File: src/rtl/counter_sequencer_pkg.sv
// Shared state encoding, default width and small helpers for the counter sequencer.
package counter_sequencer_pkg;

    localparam int DEFAULT_WIDTH = 10;

    typedef enum logic [1:0] {
        ST_IDLE  = 2'd0,
        ST_RUN   = 2'd1,
        ST_PAUSE = 2'd2,
        ST_DONE  = 2'd3
    } state_t;

    function automatic logic is_busy(input state_t s);
        return (s == ST_RUN) || (s == ST_PAUSE);
    endfunction

endpackage

File: src/rtl/counter_sequencer_count_unit.sv
// Counter plus companion toggle bit, steered by clear/increment/wrap/hold controls.
module count_unit
    import counter_sequencer_pkg::*;
#(
    parameter int WIDTH = DEFAULT_WIDTH
) (
    input  logic             clk,
    input  logic             rst_n,
    input  logic             clr,
    input  logic             inc,
    input  logic             wrap,
    input  logic             hold,
    output logic [WIDTH-1:0] count,
    output logic             toggle
);

    // inc marks a counting edge (toggle flips); wrap/hold only choose what count does.
    always_ff @(posedge clk or negedge rst_n) begin
        if (!rst_n) begin
            count  <= '0;
            toggle <= 1'b0;
        end else if (clr) begin
            count  <= '0;
            toggle <= 1'b0;
        end else begin
            if (inc) begin
                toggle <= ~toggle;
            end
            if (wrap) begin
                count <= '0;
            end else if (inc && !hold) begin
                count <= count + WIDTH'(1);
            end
        end
    end

endmodule

File: src/rtl/counter_sequencer.sv
// Start/stop/pause timer around count_unit: FSM, latched limit/reload and done pulse.
module counter_sequencer
    import counter_sequencer_pkg::*;
#(
    parameter int WIDTH = DEFAULT_WIDTH
) (
    input  logic             clk,
    input  logic             rst_n,
    input  logic             start,
    input  logic             stop,
    input  logic             pause,
    input  logic             auto_reload,
    input  logic [WIDTH-1:0] limit,
    output logic [WIDTH-1:0] count,
    output logic             toggle,
    output logic             busy,
    output logic             done,
    output logic [1:0]       state
);

    state_t           state_q;
    state_t           state_d;
    logic [WIDTH-1:0] limit_q;
    logic             reload_q;
    logic             clr;
    logic             inc;
    logic             wrap;
    logic             hold;
    logic             latch;
    logic             done_d;
    logic             terminal;

    assign terminal = (count == limit_q);
    assign state    = state_q;

    count_unit #(
        .WIDTH (WIDTH)
    ) u_count_unit (
        .clk    (clk),
        .rst_n  (rst_n),
        .clr    (clr),
        .inc    (inc),
        .wrap   (wrap),
        .hold   (hold),
        .count  (count),
        .toggle (toggle)
    );

    // Terminal is checked before incrementing, so count never passes the latched limit.
    always_comb begin
        state_d = state_q;
        clr     = 1'b0;
        inc     = 1'b0;
        wrap    = 1'b0;
        hold    = 1'b0;
        latch   = 1'b0;
        done_d  = 1'b0;
        case (state_q)
            ST_IDLE: begin
                clr = 1'b1;
                if (!stop && !pause && start) begin
                    latch   = 1'b1;
                    state_d = ST_RUN;
                end
            end
            ST_RUN: begin
                if (stop) begin
                    clr     = 1'b1;
                    state_d = ST_IDLE;
                end else if (pause) begin
                    hold    = 1'b1;
                    state_d = ST_PAUSE;
                end else if (terminal) begin
                    inc    = 1'b1;
                    done_d = 1'b1;
                    if (reload_q) begin
                        wrap = 1'b1;
                    end else begin
                        hold    = 1'b1;
                        state_d = ST_DONE;
                    end
                end else begin
                    inc = 1'b1;
                end
            end
            ST_PAUSE: begin
                if (stop) begin
                    clr     = 1'b1;
                    state_d = ST_IDLE;
                end else begin
                    hold = 1'b1;
                    if (!pause) begin
                        state_d = ST_RUN;
                    end
                end
            end
            ST_DONE: begin
                if (stop) begin
                    clr     = 1'b1;
                    state_d = ST_IDLE;
                end else if (!pause && start) begin
                    latch   = 1'b1;
                    wrap    = 1'b1;
                    state_d = ST_RUN;
                end else begin
                    hold = 1'b1;
                end
            end
            default: begin
                clr     = 1'b1;
                state_d = ST_IDLE;
            end
        endcase
    end

    always_ff @(posedge clk or negedge rst_n) begin
        if (!rst_n) begin
            state_q  <= ST_IDLE;
            busy     <= 1'b0;
            done     <= 1'b0;
            limit_q  <= '0;
            reload_q <= 1'b0;
        end else begin
            state_q <= state_d;
            busy    <= is_busy(state_d);
            done    <= done_d;
            if (latch) begin
                limit_q  <= limit;
                reload_q <= auto_reload;
            end
        end
    end

endmodule

File: config.mk
export PLATFORM = sky130hd
export DESIGN_NAME = counter_sequencer
export DESIGN_NICKNAME = d
export VERILOG_FILES = /design/src/rtl/counter_sequencer_pkg.sv /design/src/rtl/counter_sequencer_count_unit.sv /design/src/rtl/counter_sequencer.sv
export SDC_FILE = /design/constraint.sdc
export NUM_CORES = 1
export LEC_CHECK = 0
export BUFFER_PORTS_ARGS = -buffer_cell sky130_fd_sc_hd__buf_2
export CORE_UTILIZATION = 50
export CTS_CLUSTER_DIAMETER = 50
export DETAILED_ROUTE_END_ITERATION = 12
export PLACE_DENSITY_LB_ADDON = 0.05
export SLEW_MARGIN = 0
export SYNTH_ARGS = -nofsm -noshare
export SYNTH_HDL_FRONTEND = slang
export SYNTH_SLANG_ARGS = --single-unit
File: constraint.sdc
create_clock -name clk -period 4 [get_ports clk]
set_input_delay 0 -clock clk [delete_from_list [all_inputs] [get_ports clk]]
set_output_delay 0 -clock clk [all_outputs]
set_load 0.05 [all_outputs]
Word level (Yosys, flattened, before mapping):

Index checks and enable logic that the tools add are counted.

* memories: 0
* bits of input ports: 16
* bits in read-only memories: 0
* bits in latches: 0
* memory bits (writable): 0
* output and inout port bits: 15
* register bits: 26
* word-level logic and storage cells: 68

* eq/ne operators: 6
* reduce and logical (&&, ||, !) cells: 12
* mux-type cells: 41
* bitwise operators: 1
* $lt $le $gt $ge: 0
* $add $sub $neg: 1
* multipliers: 0
* div/mod/pow operators: 0
* shift operators: 0

Operators with widths (number)
* $mux W10: 3
* $mux W1: 24
* $mux W2: 9
* $add A10 B1 Y10 const B: 1
* $eq A10 B10 Y1: 1
* $pmux W2 S4: 1
* $eq A2 B2 Y1 const B: 3
* $pmux W1 S2: 3
* $eq A2 B1 Y1 const B: 2
* $logic_and A1 B1 Y1: 4
* $logic_not A1 Y1: 3
* $pmux W1 S3: 1
* $reduce_bool A3 Y1: 1
* $reduce_or A3 Y1: 1
* $logic_not A2 Y1: 1
* $reduce_bool A2 Y1: 1
* $logic_or A1 B1 Y1: 1
* $not A1 Y1: 1

Depth between registers and ports, before layout:

* word-level depth: 10
* mapped depth: 8

By module:

From an unflattened synthesis, not the netlist that was laid out.

* cell total of the unflattened synthesis: 140
* area total of the unflattened synthesis: 1532.7 sq um

By module, submodules not included
* counter_sequencer: times used 1, area an instance 979.7 sq um, cells each 85
* count_unit: times used 1, area an instance 553.0 sq um, cells each 55

Worst setup path before layout:

Ideal clock, no wire load.

* kind: register to register
* start point: register state_q[0], in the netlist state[0]
* end point: register limit_q[0]
* path slack: 1.883 ns
* arrival: 1.992 ns
* stages on the path, launching flop included: 6
* path through: dfrtp_1 -> inv_1 -> ha_1 -> nor3_1 -> buf_2 -> mux2_2

* longest elaborated chain between the ends: 2

RTL lines
* start, declared: line counter_sequencer.sv:21 `state_t state_q;`
* start signal, assigned: line counter_sequencer.sv:124 `state_q <= state_d;`
* $eq A2 B2 Y1 or $logic_not A2 Y1 (tied branches): line counter_sequencer.sv:58 `case (state_q)`
* $pmux W1 S2 (*): line counter_sequencer.sv:58
* end signal, assigned: line counter_sequencer.sv:128 `limit_q <= limit;`
* end, declared: line counter_sequencer.sv:23 `logic [WIDTH-1:0] limit_q;`

Mark *: on every way between the ends. The rest lies on a longest branch, timed or not.
A chain may end at the register's enable or synchronous reset.

Worst setup path in the final report:

* start point: register state_q[1], in the netlist state[1]
* end point: register u_count_unit.count[3]

* longest elaborated chain between the ends: 5

RTL lines
* $eq A2 B2 Y1 or $eq A2 B1 Y1 (tied branches): line counter_sequencer.sv:58
* $pmux W1 S3: line counter_sequencer.sv:58
* $logic_not A1 Y1: line counter_sequencer_count_unit.sv:31 `end else if (inc && !hold) begin`
* $logic_and A1 B1 Y1: line counter_sequencer_count_unit.sv:31
* $reduce_bool A3 Y1 (no line)
* end signal, assigned: line counter_sequencer_count_unit.sv:32 `count <= count + WIDTH'(1);`
* end, declared: line counter_sequencer_count_unit.sv:13 `output logic [WIDTH-1:0] count,`

Parallel ways exist; a longest one is shown, timed or not.

==> out/qor.yml <==
sta:
  final.min_clock_period_ns: 2.294
  relSlewSlack_pct: 61.47
  rsz0062_at_grt: "no"
  maxSlewViolCount: 0
  timing.final.crit_share_pct: 57.36
  skew_ns: 0.006574
  hold_slack_ns: 0.08394
  timing.final.hold_violations: 0
  worstMarginPinSlew_ns: 0.5779
  tns_ns: 0
  max_clock_freq_ghz: 0.4359
  setup_viol: 0
global_routing:
  grt_max_degree: 27
  grt_antenna_before_repair: 0
  grt_pass1_vias: 1224
  overflow: 0
  grt.total_usage_pct: 21.66
  grt_pass1_wl_um: 5423
layout:
  n_antenna_cell: 0
  utilization_pct: 65.18
  layout.filler_cells: 215
  fin_area_um2: 1813
  num-nets-final: 202
  drive_gt1_share_pct: 26.82
  syn_to_final_growth_pct: 22.80
worst_setup_path:
  criticalPathCategory: "flop to flop"
  cp-startpoint: "state[1]"
  critPathLaunchType: "flop"
  cp.arrival_ns: 2.56
  critPathMaxFanout: 19
  r2r-start: "state[1]"
  rr_worst_depth: 6
  worstSetupEndpointType: "flop"
  required_ns: 4.26
placement:
  gp_congestion: 0.8250
  placed_cell_area_um2: 1630
  dp_hpwl_um: 2181
  portBuffers: 30
pwr:
  p_switching_w: 0.0003129
  swShare_pct: 35.32
  seqPwrFrac_pct: 43.3
  powerDensity_nw_per_um2: 488.7
  internal_power_w: 0.0005731
  p_leak_nw: 0.8316
  combPwrFrac_pct: 35.8
  p_clk_share_pct: 20.8
  peakVddDrop_v: 0.0004504
cts:
  post_cts_buffers: 0
  worstSkewPairLatency_ns: 0.33
  cts.clk_slew.worst_paths_ns: 0.15
  cts_resized: 0
  cts_buffers: 3
  clock_path_buffers: 2
  htree_levels: 1
  cts.sinks: 26
  root_buffer: "clkbuf_4"
  cts_tree: "built"
worst_hold_path:
  hold_class: "input port to flop"
  holdCritStartpoint: "pause"
  hold_path_depth: 2
synthesis:
  synth_top_area_share_pct: 44.07
  synthAdderAreaFrac_pct: 5.085
  synthMuxAreaShare_pct: 9.068
  synthCells: 137
  synthSimpleGateAreaFrac_pct: 16.95
  ys.warnings.count: 0
  synth-async-reset-ratio_pct: 100.0
  synthesis.nets: 159
  synth_area_leaders: "dfrtp_1 44%, xor2_1 6.5%, mux2_2 6.1%"
  synth_top_family_by_area: "simple AND/OR/NAND/NOR gates"
  synth_edf_count: 0
  synth_area_per_cell_um2: 10.78
  ys.flop_type: "dfrtp_1"
  ys_types: 39
  ys_ff_latch: 26
  synth-compound-area-share_pct: 13.31
  seq_area_frac_synth_pct: 44.07
  synth_largest_area_cell: "dfrtp_1"
  synth_most_common_cell: "dfrtp_1"
  yosys.area_share.xor_xnor_pct: 7.119
  synthesis.area_um2: 1476
  yosys-top-cells-count: "26 x dfrtp_1, 11 x a21oi_1, 11 x xor2_1, 8 x mux2_2"
drt:
  drtPass1Iterations: 4
  viasPerCell: 5.848
  wl_um: 3173
  wl_per_cell_um: 15.11
  drc: 0
  drt_iter0_drc: 35
  ant_nets: 0
  routed-via-count: 1228
floorplanning:
  coreArea_um2: 2781
  start_util_pct: 53.08
  row_count: 19
  die_y_um: 56.34
  dieArea_um2: 3174
  die_w_um: 56.34
  ios: 31
job:
  maxCapViolCount: 0
run_status:
  outcome: "complete, no violations"
## power by group through the flow
stage / registers, W / clock network [W] / logic [W]
floorplan: 0.000422 / 0 / 0.000201
global placement: 0.000388 / 0 / 0.000302
detailed placement: 0.000392 / 0 / 0.000309
CTS: 0.000386 / 0.000189 / 0.000320
global route: 0.000394 / 0.000200 / 0.000351
finish: 0.000384 / 0.000185 / 0.000317
## cell usage in the layout (no fill, tap or decap), types with 4 or more instances in the layout
cell	synthesis	layout
a21oi_1	11	11
buf_2	1	30
dfrtp_1	26	26
dlygate4sd3_1	0	13
ha_1	6	6
inv_1	6	6
mux2_2	8	8
nand3_1	4	4
nand4_1	5	5
nor3_1	5	5
o21ai_0	5	5
o31ai_1	7	7
or4_1	7	7
xor2_1	11	11
## metal layers
layer	routed length, um	track usage (%)
met4	16	6.620
met5	0	0
met3	78	2.074
met2	1599	36.39
met1	1478	29.73
## stage by stage
step	power (W)	instances	setup WS, ns
2_1_floorplan	0.0006227	137	1.883
3_3_place_gp	0.0006895	193	1.898
3_5_place_dp	0.0007013	193	1.750
4_1_cts	0.0008946	210	1.721
5_1_grt	0.0009444	210	1.598
6_report	0.0008860	210	1.706
## flip-flops by register name (all words and copies together), names as in the netlist
name                 count
busy                     1
done                     1
limit_q                 10
reload_q                 1
state                    2
u_count_unit.count      10
u_count_unit.toggle      1
## timing repair
item                                    CTS  global route
endpoints found under the setup margin    0             0
hold buffers                             13             0
endpoints found under the hold margin    38             0
## cell type report
cell class	count	area, um2	area share (%)
Multi-Input combinational cell	99	760.7	41.96
Sequential cell	26	650.6	35.89
Timing Repair Buffer	44	287.8	15.87
Tap cell	31	38.79	2.139
Clock inverter	1	30.03	1.656
Clock buffer	3	22.52	1.242
Inverter	6	22.52	1.242
## worst max-delay path: stages (launching register included)
cell	delay (ns)
dfrtp_1	0.47
inv_1	0.15
ha_1	0.18
nor3b_2	0.30
nand2_1	0.38
or4_1	0.58
a21oi_1	0.17
## logic make-up (layout without fill, tap and decap cells)
logic type / Yosys count / count (layout)
XOR/XNOR: 12 / 12
AND/OR/NAND/NOR: 39 / 39
AO/OA/AOI/OAI: 30 / 30
adder cells (fa/ha/maj): 6 / 6
buffers and inverters: 12 / 54
flip-flops: 26 / 26
multiplexers: 12 / 12
## path summary, 6_finish.rpt
check	slack, ns	to
max	1.71	u_count_unit.count[3]
max reg2reg	1.71	u_count_unit.count[3]
min in group asynchronous	0.17	u_count_unit.count[8]
min	0.08	state[1]
max in group asynchronous	3.44	limit_q[9]
min reg2reg	0.53	limit_q[4]
Note: power is estimated with default switching activity, not from simulation.
